File: src/rtl/gas_alarm_controller_pkg.sv
// Shared definitions for the gas alarm controller.
//   LEVEL_W : width of the sensor level bus
//   state_t : alarm FSM state encoding (SAFE=0, WARN=1, ALARM=2, ACKED=3)
package gas_alarm_controller_pkg;

  localparam int unsigned LEVEL_W = 3;

  typedef enum logic [1:0] {
    ST_SAFE  = 2'd0,
    ST_WARN  = 2'd1,
    ST_ALARM = 2'd2,
    ST_ACKED = 2'd3
  } state_t;

endpackage

File: src/rtl/gas_alarm_controller_persist_counter.sv
// Persistence counter: counts consecutive qualifying samples, saturating at
// TARGET. It clears on any non-qualifying sample or on clr.
//   clk       : system clock, rising edge
//   arst      : synchronous active-high reset
//   clr       : synchronous clear (state transition)
//   qual      : current sample qualifies
//   done_next : current sample is the TARGET-th consecutive qualifying one
module persist_counter #(
  parameter int unsigned TARGET = 3,
  parameter int unsigned W      = 4
) (
  input  logic clk,
  input  logic arst,
  input  logic clr,
  input  logic qual,
  output logic done_next
);

  localparam logic [W-1:0] LP_TGT  = W'(TARGET);
  localparam logic [W-1:0] LP_LAST = W'(TARGET - 1);

  logic [W-1:0] r_cnt;

  always_ff @(posedge clk) begin
    if (arst || clr || !qual) begin
      r_cnt <= '0;
    end else if (r_cnt != LP_TGT) begin
      r_cnt <= r_cnt + W'(1);
    end
  end

  assign done_next = qual && (r_cnt == LP_LAST);

endmodule

File: src/rtl/gas_alarm_controller.sv
// Gas alarm controller: filters the sensor level with persistence counters,
// runs the SAFE/WARN/ALARM/ACKED FSM, drives warn/alarm/buzzer and keeps the
// peak level and alarm event count for the panel.
//   clk       : system clock, rising edge
//   arst      : synchronous active-high reset
//   level     : gas level from sensor
//   ack       : operator acknowledge (only honoured in ALARM)
//   state     : FSM state
//   warn      : 1 in WARN
//   alarm     : 1 in ALARM or ACKED
//   buzzer    : square wave while in ALARM
//   peak      : max level seen since leaving SAFE
//   event_cnt : ALARM entries, saturating at 255
module gas_alarm_controller
  import gas_alarm_controller_pkg::*;
#(
  parameter logic [LEVEL_W-1:0] WARN_TH  = 3'd2,
  parameter logic [LEVEL_W-1:0] ALARM_TH = 3'd5,
  parameter logic [LEVEL_W-1:0] CLEAR_TH = 3'd1,
  parameter int unsigned        PERSIST  = 3,
  parameter int unsigned        HOLD     = 4,
  parameter int unsigned        BEEP_DIV = 2
) (
  input  logic               clk,
  input  logic               arst,
  input  logic [LEVEL_W-1:0] level,
  input  logic               ack,
  output logic [1:0]         state,
  output logic               warn,
  output logic               alarm,
  output logic               buzzer,
  output logic [LEVEL_W-1:0] peak,
  output logic [7:0]         event_cnt
);

  localparam logic [3:0] LP_BEEP_LAST = 4'(BEEP_DIV - 1);

  state_t             r_state;
  state_t             w_next;
  logic               w_trans;
  logic               w_hi_done;
  logic               w_wr_done;
  logic               w_lo_done;
  logic               w_rise_done;
  logic [LEVEL_W-1:0] r_peak;
  logic [LEVEL_W-1:0] r_ack_peak;
  logic [3:0]         r_beep;
  logic               r_buzzer;
  logic [7:0]         r_event;

  assign w_trans = (w_next != r_state);

  persist_counter #(.TARGET(PERSIST), .W(4)) u_hi (
    .clk(clk), .arst(arst), .clr(w_trans),
    .qual(level >= ALARM_TH), .done_next(w_hi_done)
  );

  persist_counter #(.TARGET(PERSIST), .W(4)) u_wr (
    .clk(clk), .arst(arst), .clr(w_trans),
    .qual(level >= WARN_TH), .done_next(w_wr_done)
  );

  persist_counter #(.TARGET(HOLD), .W(4)) u_lo (
    .clk(clk), .arst(arst), .clr(w_trans),
    .qual(level < CLEAR_TH), .done_next(w_lo_done)
  );

  persist_counter #(.TARGET(PERSIST), .W(4)) u_rise (
    .clk(clk), .arst(arst), .clr(w_trans),
    .qual(level > r_ack_peak), .done_next(w_rise_done)
  );

  always_ff @(posedge clk) begin
    if (arst) r_state <= ST_SAFE;
    else      r_state <= w_next;
  end

  always_comb begin
    w_next = r_state;
    case (r_state)
      ST_SAFE: begin
        if (w_hi_done)      w_next = ST_ALARM;
        else if (w_wr_done) w_next = ST_WARN;
      end
      ST_WARN: begin
        if (w_hi_done)      w_next = ST_ALARM;
        else if (w_lo_done) w_next = ST_SAFE;
      end
      ST_ALARM: begin
        if (ack) w_next = ST_ACKED;
      end
      ST_ACKED: begin
        if (w_lo_done)        w_next = ST_SAFE;
        else if (w_rise_done) w_next = ST_ALARM;
      end
      default: w_next = ST_SAFE;
    endcase
  end

  always_ff @(posedge clk) begin
    if (arst) begin
      r_peak     <= '0;
      r_ack_peak <= '0;
      r_beep     <= '0;
      r_buzzer   <= 1'b0;
      r_event    <= '0;
    end else begin
      // Staying in SAFE also lands here, which keeps peak at 0 there.
      if (w_next == ST_SAFE)  r_peak <= '0;
      else if (level > r_peak) r_peak <= level;

      if (r_state == ST_ALARM && ack) r_ack_peak <= r_peak;

      if (w_next == ST_ALARM) begin
        if (r_state != ST_ALARM) begin
          r_beep   <= '0;
          r_buzzer <= 1'b1;
          if (r_event != 8'hFF) r_event <= r_event + 8'd1;
        end else if (r_beep == LP_BEEP_LAST) begin
          r_beep   <= '0;
          r_buzzer <= ~r_buzzer;
        end else begin
          r_beep <= r_beep + 4'd1;
        end
      end else begin
        r_beep   <= '0;
        r_buzzer <= 1'b0;
      end
    end
  end

  assign state     = r_state;
  assign warn      = (r_state == ST_WARN);
  assign alarm     = (r_state == ST_ALARM) || (r_state == ST_ACKED);
  assign buzzer    = r_buzzer;
  assign peak      = r_peak;
  assign event_cnt = r_event;

endmodule

File: config.mk
export PLATFORM = sky130hd
export DESIGN_NAME = gas_alarm_controller
export DESIGN_NICKNAME = d
export VERILOG_FILES = /design/src/rtl/gas_alarm_controller_pkg.sv /design/src/rtl/gas_alarm_controller_persist_counter.sv /design/src/rtl/gas_alarm_controller.sv
export SDC_FILE = /design/constraint.sdc
export NUM_CORES = 1
export LEC_CHECK = 0
export BUFFER_PORTS_ARGS = -buffer_cell sky130_fd_sc_hd__buf_2
export CAP_MARGIN = 20
export CELL_PAD_IN_SITES_DETAIL_PLACEMENT = 0
export CELL_PAD_IN_SITES_GLOBAL_PLACEMENT = 1
export CORE_MARGIN = 3
export CORE_UTILIZATION = 48
export DETAILED_ROUTE_END_ITERATION = 12
export PLACE_DENSITY = 0.89
export SYNTH_ARGS = -nofsm -noshare
export SYNTH_HDL_FRONTEND = slang
export SYNTH_SLANG_ARGS = --single-unit
File: constraint.sdc
create_clock -name clk -period 4.8 [get_ports clk]
set_input_delay 1.2 -clock clk [delete_from_list [all_inputs] [get_ports clk]]
set_output_delay 1.2 -clock clk [all_outputs]
set_load 0.1 [all_outputs]
# Word-level counts from Yosys, hierarchy flattened
# Index checks and enable logic that the tools add are counted.
# word_totals
regBits	37
latch_bits	0
ram_bits	0
rom_bits	0
input_bits	6
out_inout_bits	16
n_memories	0
# classes
n_addsub	6
n_mul	0
div	0
n_lt_le_gt_ge	5
eq_ne	16
n_shift	0
muxes	10
bitwise	2
n_reduce_logical	22
# ops
operator	count
4-bit by 1-bit adder with 4-bit output (second input constant)	5
4-bit by 2-bit equality test with 1-bit output (second input constant)	4
2-bit 2-to-1 mux	7
4-bit by 2-bit inequality test with 1-bit output (second input constant)	3
8-bit by 1-bit adder with 8-bit output (second input constant)	1
8-bit inequality test (second input constant)	1
2-bit one-hot mux with 4 select lines	1
2-bit equality test (second input constant)	3
3-bit greater-than comparator	2
1-bit logical OR	6
1-bit logical AND	5
4-bit by 1-bit equality test with 1-bit output (second input constant)	1
1-bit logical NOT	4
2-bit logical NOT	2
4-bit by 3-bit inequality test with 1-bit output (second input constant)	1
2-bit OR reduction	2
4-bit OR reduction	1
3-bit by 2-bit greater-or-equal comparator with 1-bit output (second input constant)	1
3-bit greater-or-equal comparator (second input constant)	1
3-bit by 1-bit < comparator with 1-bit output (second input constant)	1
3-bit AND reduction	1
2-bit by 1-bit equality test with 1-bit output (second input constant)	1
1-bit 2-to-1 mux	2
2-bit inequality test	1
other kinds (3)	4

# Longest topological paths before layout
# logic_depth
word_depth	8
depth_mapped	9
mapped_depth_nobuf	7

# Cells and area by module
# From an unflattened synthesis, not the netlist that was laid out.
# hier_totals
hier_cells	223
area_unflattened_um2	1995.7
# by_module_without_submodules
mod	n_inst	cells_per_inst	area_per_inst_um2
gas_alarm_controller	1	137	1183.6
persist_counter (u_hi ...)	3	21	200.2
persist_counter (u_lo)	1	23	211.5

# Worst setup path before layout
# OpenSTA, ideal clock, no wires.
# synth_path
path_kind	flip-flop to output port
startpoint	register r_state[0] (netlist: state[0])
endpoint	output port warn
t_arrival_ps	2584
t_required_ps	3600
setup_slack_ps	1016
stages_incl_launch_ff	3
path_cell_list	dfxtp_1 -> inv_1 -> nor2_1
# synth_between
elab_chain_len	1
# synth_rtl
item	line	rtl
start: declaration	gas_alarm_controller.sv:38	state_t r_state;
start signal: assignment	gas_alarm_controller.sv:75	else r_state <= w_next;
2-bit by 1-bit equality test with 1-bit output	gas_alarm_controller.sv:133	assign warn = (r_state == ST_WARN);
end: declaration	gas_alarm_controller.sv:29	output logic warn,
# No other way between the ends.

# Final worst setup path
# layout_path
startpoint	input port level[2]
endpoint	register u_rise.r_cnt[1]
# layout_between
elab_chain_len	8
elab_cells_between_ends	19
cone_classes	order compare (4); eq/ne (1); mux (7); reduce/logical (7)
# layout_rtl
item	line	rtl
start: declaration	gas_alarm_controller.sv:26	input logic [LEVEL_W-1:0] level,
3-bit greater-than comparator, or another cell as far along	gas_alarm_controller.sv:70	.qual(level > r_ack_peak), .done_next(w_rise_done)
1-bit logical AND	gas_alarm_controller_persist_counter.sv:32	assign done_next = qual && (r_cnt == LP_LAST);
2-bit 2-to-1 mux, on equally long branches	gas_alarm_controller.sv:94, gas_alarm_controller.sv:83, gas_alarm_controller.sv:87	
2-bit 2-to-1 mux, on equally long branches	gas_alarm_controller.sv:93, gas_alarm_controller.sv:82, gas_alarm_controller.sv:86	
2-bit one-hot mux with 4 select lines	gas_alarm_controller.sv:80	case (r_state)
2-bit inequality test	gas_alarm_controller.sv:51	assign w_trans = (w_next != r_state);
1-bit logical OR	gas_alarm_controller_persist_counter.sv:25	if (arst || clr || !qual) begin
1-bit logical OR *	gas_alarm_controller_persist_counter.sv:25	
end signal: assignment	gas_alarm_controller_persist_counter.sv:28	r_cnt <= r_cnt + W'(1);
end: declaration	gas_alarm_controller_persist_counter.sv:22	logic [W-1:0] r_cnt;
# Mark *: on every way between the ends. The rest lies on a longest branch, timed or not.
# A chain may end at the register's enable or synchronous reset.

==> results.cfg <==
[place]
place.gp.congestion = 0.8093
place_inst = 308
io_buffers = 21
post-dp-hpwl_um = 3250

[sta]
setup_viol = 0
rsz0062_at_grt = no
slew_violations = 0
setup-tns-final_ns = 0
maxSlewHeadroom_pct = 33.36
max_freq_ghz = 0.2899
period_needed_ns = 3.449
worst_pin_slew_ns = 0.9930
fin_crit_sh_pct = 71.86
skew_ns = 0.003999
hold_viol_final = 0

[yosys]
synth_top_flop_cell = dfxtp_1
netlist_area_mm2 = 0.002158
ys_warn_count = 0
ys_seq_area_share_pct = 34.32
ys_ff_latch = 37
synthArstFlopShare_pct = 0
syn_avg_cell_area_um2 = 8.738
synth_edf_count = 0
yosysUniqueCellTypes = 49
syn_nets = 270
syn_inst = 247

[grt]
grt_pass1_vias = 1681
track_usage_pct = 17.93
antenna_found_initial = 0
grt_max_degree = 20
grt_pass1_wl_um = 7569
gr-total-overflow = 0

[routing]
viasPerCell = 5.674
vias = 1793
dr.pass1.iters = 4
routedWlPerCell_um = 14.01
antenna_left = 0
wirelength_um = 4428
drc = 0
drt_iter0_markers = 66

[die]
die_area_mm2 = 0.005337
coreArea_mm2 = 0.004173
pin_count = 22
die_w_um = 73.06
fp-row-count = 23
dieHeight_um = 73.06
start_util_pct = 51.72

[finish]
layout.nets = 288
instances_no_fill = 316
antenna_cells = 0
fillerInstances = 402
regArea_um2 = 740.7
areaGrowthSynthToFinish_pct = 8.290
layout_common_cells = dfxtp_1 (37), a21oi_1 (25), buf_2 (21)
multi_input_area_mm2 = 0.001290
layout-drive-gt1-share_pct = 13.53
final_common_cell = dfxtp_1

[clocking]
cts.sinks = 37
cts_tree = yes
insertion_delay_ns = 0.29
clockBufferDepth = 2
cts.repair.resized = 0
postCtsHoldBufs = 0
cts_root_buf = clkbuf_8
htreeDepth = 2
clk_pin_slew_ns = 0.07
cts_buffers = 5
post_cts_buffers = 0

[power_and_ir_drop]
pwr-share-seq_pct = 48.1
clkPwrFrac_pct = 30.0
leakage_nw = 0.8880
swShare_pct = 33.25
powerDensity_mw_per_mm2 = 298.7
p_int_w = 0.0004660
power_w = 0.0006981
switching_power_w = 0.0002321
peakVddDrop_v = 0.0002310
combinationalPowerShare_pct = 21.9

[setup_path]
cp.arrival_ns = 3.57
reg2reg_slack_ns = 2.07
crit_start = level[2]
crit_required_ns = 4.92
critPathLaunchType = input pin
r2r-end = u_rise.r_cnt[1]$_SDFFE_PP0P_
worstSetupPathType = input pin to flop
worstPathMaxFanout = 19
r2r_start = r_ack_peak[2]$_SDFFE_PP0P_
crit_end = u_rise.r_cnt[1]$_SDFFE_PP0P_
reg2reg_depth = 7
cp-end-kind = flop

[worst_hold_path]
worstHoldPathType = flop to flop

[status]
status = complete, no violations

[flow_run]
maxCapViolations = 0
cell families after synthesis:
family	count (synthesis)	synth area share, %
AO/OA/AOI/OAI	58	17.86
XOR/XNOR	10	4.058
adder cells (fa/ha/maj)	17	9.855
buffers and inverters	25	5.912
flip-flops	37	34.32
multiplexers	5	2.435
AND/OR/NAND/NOR	95	25.56
power by group through the flow:
stage	Clock (W)	Sequential [W]	Combinational, W
finish	0.000209	0.000336	0.000153
global route	0.000226	0.000338	0.000169
CTS	0.000212	0.000335	0.000154
detailed placement	0	0.000342	0.000154
global placement	0	0.000342	0.000151
floorplan	0	0.000363	0.000103
synth_stat cells (5+ instances only):
cell | n | area share (%)
nand2_1 | 14 | 2.4
dfxtp_1 | 37 | 34
xnor2_1 | 5 | 2.0
o31ai_1 | 6 | 2.1
nor4_1 | 6 | 1.7
or4_1 | 6 | 2.1
inv_1 | 15 | 2.6
a21oi_1 | 25 | 5.8
o21ai_0 | 6 | 1.4
nor2_1 | 14 | 2.4
nand3_1 | 12 | 2.8
or3_1 | 7 | 2.0
xor2_1 | 5 | 2.0
ha_1 | 17 | 9.9
nor3_1 | 9 | 2.1
state kept, by name, indices dropped and copies added (netlist names):
register and count:
u_wr.r_cnt 4, peak 3, u_rise.r_cnt 4, u_lo.r_cnt 4, state 2, u_hi.r_cnt 4
event_cnt 8, r_beep 4, r_ack_peak 3, buzzer 1
worst max-delay path: stages:
cell and delay [ns]:
buf_2 0.16, ha_1 0.33, and3b_1 0.16, o21ai_1 0.21, o21a_1 0.44, o21ai_1 0.85
a21boi_0 0.21
worst min path at each step:
stage                                       to  cells after the start  slack (ns)                        from
global placement    r_ack_peak[2]$_SDFFE_PP0P_                      2        0.45  r_ack_peak[2]$_SDFFE_PP0P_
floorplan           r_ack_peak[1]$_SDFFE_PP0P_                      2        0.44  r_ack_peak[1]$_SDFFE_PP0P_
detailed placement  r_ack_peak[1]$_SDFFE_PP0P_                      2        0.45  r_ack_peak[1]$_SDFFE_PP0P_
finish              r_ack_peak[1]$_SDFFE_PP0P_                      2        0.46  r_ack_peak[1]$_SDFFE_PP0P_
global route        r_ack_peak[2]$_SDFFE_PP0P_                      2        0.49  r_ack_peak[2]$_SDFFE_PP0P_
CTS                 r_ack_peak[1]$_SDFFE_PP0P_                      2        0.46  r_ack_peak[1]$_SDFFE_PP0P_
stage by stage:
| step | worst slack, ns | hold WS, ns | util (%) | cell area, µm² |
|---|---|---|---|---|
| after CTS | 1.395 | 0.4635 | 56.01 | 2337 |
| after global placement | 1.212 | 0.4481 | 54.03 | 2255 |
| after global routing | 1.106 | 0.4942 | 56.01 | 2337 |
| final | 1.351 | 0.4622 | 56.01 | 2337 |
| after floorplan | 1.016 | 0.4363 | - | 2158 |
| after detailed placement | 1.084 | 0.4536 | 54.03 | 2255 |
routing by layer:
layer | GRT usage [%] | vias to the layer above | wire, µm
li1 | - | 934 | -
met1 | 23.27 | 828 | 2141
met2 | 29.49 | 25 | 2098
met3 | 3.581 | 6 | 129
met4 | 6.148 | 0 | 59
met5 | 0 | - | 0
cell type report:
class                           instances  area share (%)
Inverter                               15           2.409
Clock buffer                            6           3.105
Sequential cell                        37           31.69
Timing Repair Buffer                   21           4.497
Tap cell                               50           2.677
Clock inverter                          2          0.4283
Multi-Input combinational cell        185           55.19
(Power assumes the default switching activity.)
